===== src/rtl/load_store_unit.sv =====
`default_nettype none
// ============================================================================
// Module      : load_store_unit
// Description : CPU-side initiator for a word-wide data memory. Accepts one
//               load/store at a time, turns byte/half loads into word reads
//               with sign/zero extension and byte/half stores into a
//               read-modify-write of the containing word.
// Options     : MISALIGN_TRAP_EN - when defined, misaligned half/word
//               requests complete immediately with resp_err=1 and no memory
//               traffic; when undefined, the low address bits are truncated.
// Revision    : 1.0 - initial release
// ============================================================================
module load_store_unit #(
  parameter int ADDR_WIDTH = 32,
  parameter int BIG_ENDIAN = 1
) (
  input  logic                  clk,
  input  logic                  reset,
  input  logic                  req_valid,
  output logic                  req_ready,
  input  logic                  req_write,
  input  logic [1:0]            req_size,
  input  logic                  req_signed,
  input  logic [ADDR_WIDTH-1:0] req_addr,
  input  logic [31:0]           req_wdata,
  output logic                  resp_valid,
  output logic [31:0]           resp_rdata,
  output logic                  resp_err,
  output logic [ADDR_WIDTH-1:0] mem_addr,
  output logic [31:0]           mem_wdata,
  output logic                  mem_we,
  output logic                  mem_re,
  input  logic [31:0]           mem_rdata
);

  localparam logic [1:0] c_IDLE    = 2'd0;
  localparam logic [1:0] c_READ    = 2'd1;
  localparam logic [1:0] c_WRITE   = 2'd2;
  localparam logic [1:0] c_RESP    = 2'd3;

  localparam logic [1:0] c_SZ_BYTE = 2'b00;
  localparam logic [1:0] c_SZ_HALF = 2'b01;

  logic [1:0]            r_state;
  logic [1:0]            w_next;
  logic                  w_accept;
  logic                  w_req_sub;
  logic                  w_mis;

  logic                  r_write;
  logic [1:0]            r_size;
  logic                  r_signed;
  logic [ADDR_WIDTH-1:0] r_addr;
  logic [31:0]           r_wdata;
  logic [31:0]           r_word;
  logic [31:0]           r_rdata;

  logic [1:0]            w_off;
  logic [4:0]            w_shift;
  logic [15:0]           w_lane;
  logic [31:0]           w_load;
  logic [31:0]           w_mask;
  logic [31:0]           w_ins;
  logic [31:0]           w_merged;
  logic                  w_reg_sub;

  assign w_accept  = req_valid && req_ready;
  assign w_req_sub = (req_size == c_SZ_BYTE) || (req_size == c_SZ_HALF);
  assign w_reg_sub = (r_size == c_SZ_BYTE) || (r_size == c_SZ_HALF);

`ifdef MISALIGN_TRAP_EN
  // Half needs an even address; word (including reserved size) needs 4-byte alignment.
  assign w_mis = ((req_size == c_SZ_HALF) && req_addr[0]) ||
                 (req_size[1] && (req_addr[1:0] != 2'b00));
`else
  assign w_mis = 1'b0;
`endif

  // State register; reset aborts any access in flight.
  always_ff @(posedge clk or negedge reset) begin
    if (!reset) begin
      r_state <= c_IDLE;
    end else begin
      r_state <= w_next;
    end
  end

  // Next-state selection.
  always_comb begin
    w_next = r_state;
    case (r_state)
      c_IDLE: begin
        if (req_valid) begin
          if (w_mis) begin
            w_next = c_RESP;
          end else if (!req_write || w_req_sub) begin
            w_next = c_READ;
          end else begin
            w_next = c_WRITE;
          end
        end
      end
      c_READ:  w_next = r_write ? c_WRITE : c_RESP;
      c_WRITE: w_next = c_RESP;
      c_RESP:  w_next = c_IDLE;
      default: w_next = c_IDLE;
    endcase
  end

  // Handshake and memory strobes are pure state decodes.
  always_comb begin
    req_ready  = (r_state == c_IDLE);
    mem_re     = (r_state == c_READ);
    mem_we     = (r_state == c_WRITE);
    resp_valid = (r_state == c_RESP);
  end

  // Byte offset of the addressed lane; half uses addr[1] only, word is always lane 0.
  always_comb begin
    w_off   = 2'b00;
    w_shift = 5'd0;
    case (r_size)
      c_SZ_BYTE: w_off = r_addr[1:0];
      c_SZ_HALF: w_off = {r_addr[1], 1'b0};
      default:   w_off = 2'b00;
    endcase
    if (BIG_ENDIAN != 0) begin
      // Offset 0 sits in the most significant byte.
      case (r_size)
        c_SZ_BYTE: w_shift = {~w_off, 3'b000};
        c_SZ_HALF: w_shift = {~w_off[1], 4'b0000};
        default:   w_shift = 5'd0;
      endcase
    end else begin
      case (r_size)
        c_SZ_BYTE: w_shift = {w_off, 3'b000};
        c_SZ_HALF: w_shift = {w_off[1], 4'b0000};
        default:   w_shift = 5'd0;
      endcase
    end
  end

  // Load extraction and extension straight from the memory read data.
  always_comb begin
    w_lane = 16'(mem_rdata >> w_shift);
    case (r_size)
      c_SZ_BYTE: w_load = {{24{r_signed & w_lane[7]}}, w_lane[7:0]};
      c_SZ_HALF: w_load = {{16{r_signed & w_lane[15]}}, w_lane[15:0]};
      default:   w_load = mem_rdata;
    endcase
  end

  // Store merge: replace only the addressed lane of the captured word.
  always_comb begin
    w_mask    = ((r_size == c_SZ_BYTE) ? 32'h0000_00FF : 32'h0000_FFFF) << w_shift;
    w_ins     = r_wdata << w_shift;
    w_merged  = (r_word & ~w_mask) | (w_ins & w_mask);
    mem_wdata = w_reg_sub ? w_merged : r_wdata;
  end

  assign mem_addr   = {r_addr[ADDR_WIDTH-1:2], 2'b00};
  assign resp_rdata = r_rdata;

  // Request capture, read-word capture and response data.
  always_ff @(posedge clk or negedge reset) begin
    if (!reset) begin
      r_write  <= 1'b0;
      r_size   <= 2'b00;
      r_signed <= 1'b0;
      r_addr   <= '0;
      r_wdata  <= 32'd0;
      r_word   <= 32'd0;
      r_rdata  <= 32'd0;
    end else begin
      if (w_accept) begin
        r_write  <= req_write;
        r_size   <= req_size;
        r_signed <= req_signed;
        r_addr   <= req_addr;
        r_wdata  <= req_wdata;
        if (w_mis) begin
          r_rdata <= 32'd0;
        end
      end
      if (r_state == c_READ) begin
        r_word <= mem_rdata;
        if (!r_write) begin
          r_rdata <= w_load;
        end
      end
      if (r_state == c_WRITE) begin
        r_rdata <= 32'd0;
      end
    end
  end

`ifdef MISALIGN_TRAP_EN
  logic r_err;

  // Error flag is written on every edge that produces a response.
  always_ff @(posedge clk or negedge reset) begin
    if (!reset) begin
      r_err <= 1'b0;
    end else if (w_accept && w_mis) begin
      r_err <= 1'b1;
    end else if ((r_state == c_READ && !r_write) || r_state == c_WRITE) begin
      r_err <= 1'b0;
    end
  end

  assign resp_err = r_err;
`else
  assign resp_err = 1'b0;
`endif

endmodule
`default_nettype wire

===== config.mk =====
export PLATFORM = sky130hd
export DESIGN_NAME = load_store_unit
export DESIGN_NICKNAME = d
export VERILOG_FILES = /design/src/rtl/load_store_unit.sv
export SDC_FILE = /design/constraint.sdc
export NUM_CORES = 1
export LEC_CHECK = 0
export ABC_AREA = 0
export BUFFER_PORTS_ARGS = -buffer_cell sky130_fd_sc_hd__buf_2
export CORE_MARGIN = 10
export CORE_UTILIZATION = 30
export CTS_BUF_LIST = sky130_fd_sc_hd__clkbuf_8
export DETAILED_ROUTE_END_ITERATION = 8
export PLACE_DENSITY = 0.59
export SYNTH_ARGS = -nofsm -noshare
export SYNTH_HDL_FRONTEND = slang
export SYNTH_SLANG_ARGS = --single-unit

===== constraint.sdc =====
create_clock -name clk -period 1.9 [get_ports clk]
set_input_delay 0 -clock clk [delete_from_list [all_inputs] [get_ports clk]]
set_output_delay 0 -clock clk [all_outputs]
set_load 0.01 [all_outputs]

==> impl_metrics.toml, run 1 <==
[routing]
drt-initial-drc-count = 381
via_per_inst = 4.85
vias = 5627
wl_met3_um = 2030
drcViolationCount = 0
wl_per_cell_um = 20.2
routed_wl_um = 23400
final_antenna_net_count = 0
highest_layer = "met4"
m1WireLength_um = 9860
met2RoutedLength_um = 11300
firstDrtPassIters = 4

[worst_setup_path]
slowest_delay_ns = 0.43
cp.required_ns = 1.90
cp_top_family = "flip-flops"
reg2reg_slack_ns = 0.13
cp_max_fo = 9
crit_path_end_kind = "primary output"
cp_num_cells = 5
path_buf_inv = 2
critical_path_arrival_ns = 2.03
worst_r2r_path_depth = 7
worstSetupPathType = "reg -> out"
cp_slowest_cell = "dfrtp_1"
startpoint_type = "flop"
r2r-end = "resp_rdata[12]$_DFFE_PN0P_"
regToRegStartpoint = "r_state[0]$_DFFE_PN0P_"
cp_cell_sequence = "or3_4 > buf_12 > mux2i_2 > a21oi_1 > buf_2"

[sta]
hold_ws_ns = 0.0406
finalCritPeriodShare = 1.07
skew_ns = 0.0134
setup_ws_ns = -0.131
clock.fmax_mhz = 492
fin_crit_ns = 2.03
setup_viol_count_final = 27
final_hold_viol_count = 0
grt_setup_unrepaired = "true"
drv_slew = 0

[global_routing]
grt_pass1_wl_um = 35900
grt-ovfl-total = 0
grt_pass1_vias = 6128
antenna_found_initial = 2
track_usage = 0.160
grt_max_degree = 57

[logic_synthesis]
synth_top_cells_by_area = "dfrtp_1 (50%), mux2_2 (19%), buf_4 (4.2%)"
ys_dominant_reg_cell = "dfrtp_1"
synth-edff-count = 0
synth_cell_types = 43
yosys_warnings = 0
synth_top_cell_area_share = 0.495
synthCells = 586
synthArstFlopShare = 1.00
synth_common_cells = "dfrtp_1 (134), mux2_2 (114), nand2_1 (58), buf_4 (38), o21ai_0 (29)"
synth_area_sq_mm = 0.00677
synth_top_cell_by_area = "dfrtp_1"
yosysMostFrequentCell = "dfrtp_1"
avgSynthCellArea_sq_um = 11.6
ys_seq_area_frac = 0.495
synth_seq_cells = 134

[placed_design]
post-place-ws_ns = 0.0312
portBuffers = 200
dp.final_hpwl_um = 17100
dp.cells = 1016
gp_congestion = 0.851

[pwr]
p_total_mw = 17.3
peakVddDrop_mv = 0.729
pwr_density_cell_mw_per_mm2 = 1790
p_leak_nw = 4.45

[clocking]
cts.sinks = 134
cts_tree = "built"
clock_tree.root_cell = "clkbuf_8"
path_clk_slew_ns = 0.08
clock_path_buffers = 2
cts_buffers = 17
h-tree-depth = 4
insertion_delay_ns = 0.45

[cells_and_area]
fin_util = 0.440
final_net_count = 973
fillers = 2101
final_cell_count_no_fill = 1160
area_delta_synth_final_pct = 43.1
drive_gt1_frac = 0.474

[floorplan]
die_w_um = 170
rows = 54
start_util = 0.307
die_y_um = 170
design.core.area_sq_mm = 0.0220
die-area_sq_mm = 0.0290
io_pins = 204

[hold_path]
hold_class = "in -> async"

[run_status]
status = "complete, but fails checks"
violations = "negative setup slack"

[flow_run]
maxCapViolCount = 0
-- cells in the final DEF, fill, tap and decap left out, types with 3 or more instances in the layout --
master,instances
clkinvlp_4,4
buf_4,29
mux2i_1,17
a32oi_1,8
mux2i_2,7
a22oi_1,20
a21o_1,4
clkbuf_8,19
a21oi_1,16
ha_1,3
o21ai_1,9
or3_1,3
conb_1,3
buf_12,7
mux2_2,107
clkinv_2,3
dfrtp_1,131
nor2b_1,3
nand2_1,56
o221ai_1,4
o21ai_0,20
buf_6,13
nor2_1,9
nand3_1,3
inv_1,6
nand2b_1,16
mux2_4,7
dfrtp_2,3
dlygate4sd3_1,102
o221ai_2,4
a41oi_1,16
buf_2,184
-- through the flow --
step | TNS (ns) | cell area, sq um
global route | -4.79 | 9690
detailed placement | 0 | 7950
finish | -1.94 | 9690
global placement | 0 | 7950
floorplan | 0 | 6780
CTS | -2.77 | 9570
-- what timing repair did --
| item | in CTS | in global routing |
|---|---|---|
| hold buffers | 102 | 0 |
| setup endpoints to repair | 33 | 53 |
| hold endpoints to repair | 247 | 0 |
| pin swaps | 3 | 6 |
| gates resized for setup | 52 | 21 |
| gates cloned | 1 | 1 |
| buffers inserted | 6 | 2 |
-- flip-flops by register name, summed over array words and instances, names as in the netlist --
register	cells
resp_rdata	32
r_wdata	32
r_signed	1
r_word	32
r_addr	32
r_write	1
r_size	2
r_state	2
-- where the power goes --
| part | total, mW | switching, mW | internal [mW] |
|---|---|---|---|
| registers | 5.24 | 1.00 | 4.24 |
| clock network | 2.26 | 1.17 | 1.09 |
| logic | 9.81 | 4.96 | 4.85 |
-- layout make-up --
cell class                      instances  area (sq um)  share of cell area
Clock inverter                         12           105              0.0108
Inverter                                5          18.8             0.00194
Antenna cell                            2          5.00            0.000517
Sequential cell                       134          3360               0.347
Timing Repair Buffer                  336          2460               0.254
Clock buffer                           19           262              0.0270
Tap cell                              280           350              0.0362
Multi-Input combinational cell        372          3130               0.323
-- worst max path at each step --
stage | start | endpoint | slack, ns
3_5_place_dp | r_state[0]$_DFFE_PN0P_ | resp_rdata[12]$_DFFE_PN0P_ | 0.03
3_3_place_gp | r_size[0]$_DFFE_PN0P_ | mem_wdata[20] | 0.09
4_1_cts | r_size[1]$_DFFE_PN0P_ | mem_wdata[26] | -0.17
2_1_floorplan | r_state[0]$_DFFE_PN0P_ | r_wdata[10]$_DFFE_PN0P_ | 0.17
5_1_grt | r_size[1]$_DFFE_PN0P_ | mem_wdata[26] | -0.23
6_report | r_addr[0]$_DFFE_PN0P_ | mem_wdata[11] | -0.13
-- cells by family after synthesis --
group,count (synthesis),synth area share
multiplexers,139,0.227
flip-flops,134,0.495
AND/OR/NAND/NOR,107,0.0750
adder cells (fa/ha/maj),4,0.00739
buffers and inverters,83,0.0741
other,1,0.000554
AO/OA/AOI/OAI,118,0.121
-- metal layers --
layer	global-route usage	vias up
met3	0.0664	22
met1	0.193	2785
met5	0	-
met2	0.263	173
met4	0.0347	0
li1	-	2647
Note: power is estimated with default switching activity, not from simulation.
==> inputs of run 2 (changes only) <==
--- a/config.mk
+++ b/config.mk
@@ -7,11 +7,14 @@
 export LEC_CHECK = 0
 export ABC_AREA = 0
 export BUFFER_PORTS_ARGS = -buffer_cell sky130_fd_sc_hd__buf_2
+export CELL_PAD_IN_SITES_DETAIL_PLACEMENT = 1
+export CELL_PAD_IN_SITES_GLOBAL_PLACEMENT = 1
 export CORE_MARGIN = 10
 export CORE_UTILIZATION = 30
 export CTS_BUF_LIST = sky130_fd_sc_hd__clkbuf_8
 export DETAILED_ROUTE_END_ITERATION = 8
-export PLACE_DENSITY = 0.59
+export HOLD_SLACK_MARGIN = 0.12
+export PLACE_DENSITY = 0.71
 export SYNTH_ARGS = -nofsm -noshare
 export SYNTH_HDL_FRONTEND = slang
 export SYNTH_SLANG_ARGS = --single-unit
==> run 2 against run 1 <==
The run still ends with negative setup slack left. Global-route usage grew 1.8 points. Core utilization is 0.31 points higher. Clock power up 8%. Clock-buffer cell count unchanged. Setup slack got worse by 0.028 ns. Total power increased by 3.0%. First-iteration DRC count shrank 18%. Register-to-register slack got worse by 0.17 ns. Clock skew is 0.0012 ns higher. Via count increased by 3.0%. Cell count about the same. Sequential share of layout area fell by 0.23 points. Critical path type unchanged.
==> impl_metrics.toml, run 2 (synthesized netlist as in run 1, its figures left out) <==
[run_status]
status = "complete, but fails checks"
violations = "negative setup slack"

[sta]
skew_ns = 0.0146
final_hold_viol_count = 0
fin_crit_ns = 2.06
max_slew.worst_pin.slew_ns = 0.503
drv_slew = 0
grt_setup_unrepaired = "true"
final.setup.tns_ns = -2.33
setup_ws_ns = -0.159
setup_viol_count_final = 32
max-slew-margin-rel = 0.664
finalCritPeriodShare = 1.08
clock.fmax_mhz = 486
hold_ws_ns = 0.307

[cells_and_area]
final_net_count = 976
drive_gt1_frac = 0.469
num_antenna_cells = 0
fin_area_sq_mm = 0.00976
layout_commonest_cell = "buf_2"
final_cell_mix = "buf_2 (184), dfrtp_1 (130), mux2_2 (106), dlygate4sd3_1 (104), nand2_1 (57)"
area_delta_synth_final_pct = 44.1

[global_routing]
grt_pass1_wl_um = 39300
track_usage = 0.178
grt-ovfl-total = 0
grt_max_degree = 75
grt_pass1_vias = 6544
antenna_found_initial = 1

[clocking]
cts.sinks = 134
h-tree-depth = 4
cts_buffers = 17
clock_path_buffers = 2
cts_tree = "built"
insertion_delay_ns = 0.46
clock_tree.root_cell = "clkbuf_8"
path_clk_slew_ns = 0.08

[worst_setup_path]
startpoint_type = "flop"
crit_path_end_kind = "primary output"
cp.required_ns = 1.90
cp_max_fo = 10
critical_path_arrival_ns = 2.06
worstSetupPathType = "reg -> out"
reg2reg_slack_ns = -0.04

[routing]
drcViolationCount = 0
wl_per_cell_um = 22.3
routed_wl_um = 25900
vias = 5793
highest_layer = "met5"
m1WireLength_um = 10600
drt-initial-drc-count = 313
final_antenna_net_count = 0
firstDrtPassIters = 4
via_per_inst = 4.99
met2RoutedLength_um = 12700
wl_met3_um = 2040

[pwr]
p_leak_nw = 4.48
p_int_mw = 10.4
p_sw_mw = 7.42
seqPwrFrac = 0.296
pwr_density_cell_mw_per_mm2 = 1830
p_comb_frac = 0.567
p_total_mw = 17.8
peakVddDrop_mv = 0.781
clkPwrFrac = 0.137
swShare = 0.416

[hold_path]
hold_class = "in -> reg"

[flow_run]
maxCapViolCount = 0

[floorplan]
start_util = 0.307
die_y_um = 170
rows = 54
die_w_um = 170
design.core.area_sq_mm = 0.0220
die-area_sq_mm = 0.0290
io_pins = 204

[placed_design]
dp.final_hpwl_um = 17800
gp_congestion = 0.829
place_area_sq_mm = 0.00798
portBuffers = 200
==> run 2: cell types whose count changed in the layout (fill, tap and decap cells not counted), moves of 2 or more <==
| cell | delta |
|---|---|
| mux2i_4 | +2 |
| dlygate4sd3_1 | +2 |
| nand2b_1 | +2 |
| mux2i_2 | -2 |
| diode_2 | -2 |
==> run 2: worst max-delay path, cell delays in order (launching register included) <==
cell and delay, ns:
dfrtp_2 0.44, or3_4 0.40, buf_12 0.16, mux2i_1 0.24
o221ai_1 0.17, buf_4 0.18
==> run 2: final timing paths <==
| kind | from | endpoint | cells after the start |
|---|---|---|---|
| max | r_size[1]$_DFFE_PN0P_ | mem_wdata[25] | 5 |
| min | req_wdata[15] | r_wdata[15]$_DFFE_PN0P_ | 3 |
| max reg2reg | r_size[0]$_DFFE_PN0P_ | resp_rdata[29]$_DFFE_PN0P_ | 6 |
| min reg2reg | resp_rdata[1]$_DFFE_PN0P_ | resp_rdata[1]$_DFFE_PN0P_ | 2 |
| max in group asynchronous | reset | r_addr[30]$_DFFE_PN0P_ | 5 |
| min in group asynchronous | reset | resp_rdata[24]$_DFFE_PN0P_ | 4 |
==> run 2: power groups by stage <==
stage	Clock (mW)	Combinational [mW]	Sequential, mW
6_report	2.44	10.1	5.28
5_1_grt	2.64	11.0	5.45
4_1_cts	2.51	9.92	5.23
3_5_place_dp	0	8.90	5.24
3_3_place_gp	0	8.73	5.17
2_1_floorplan	0	6.03	4.95
==> run 2: timing repair <==
action / CTS / global route
pin swaps: 2 / 3
hold buffers: 104 / 0
hold endpoints to repair: 266 / 0
gates resized for setup: 46 / 21
endpoints found under the setup margin: 32 / 58
buffers inserted: 6 / 1
gates cloned: 1 / 0
==> run 2: area by class of cell <==
class,instances,area (sq um)
fill,2431,12300
clock inverter,12,130
multi-input combinational,371,3100
tap,280,350
inverter,5,18.8
timing repair buffer,340,2530
sequential,134,3360
clock buffer,19,262
==> run 2: layer usage <==
metal | track usage | vias up
met5 | 0 | -
met4 | 0.0488 | 2
met3 | 0.0733 | 30
met2 | 0.297 | 175
met1 | 0.207 | 2947
li1 | - | 2639
==> run 2: per-stage QoR <==
stage          cells  utilization  setup WS, ns
2_1_floorplan    588            -         0.168
3_3_place_gp    1018        0.362         0.175
3_5_place_dp    1018        0.362        0.0843
4_1_cts         1160        0.439        -0.169
5_1_grt         1161        0.443        -0.241
6_report        1161        0.443        -0.159
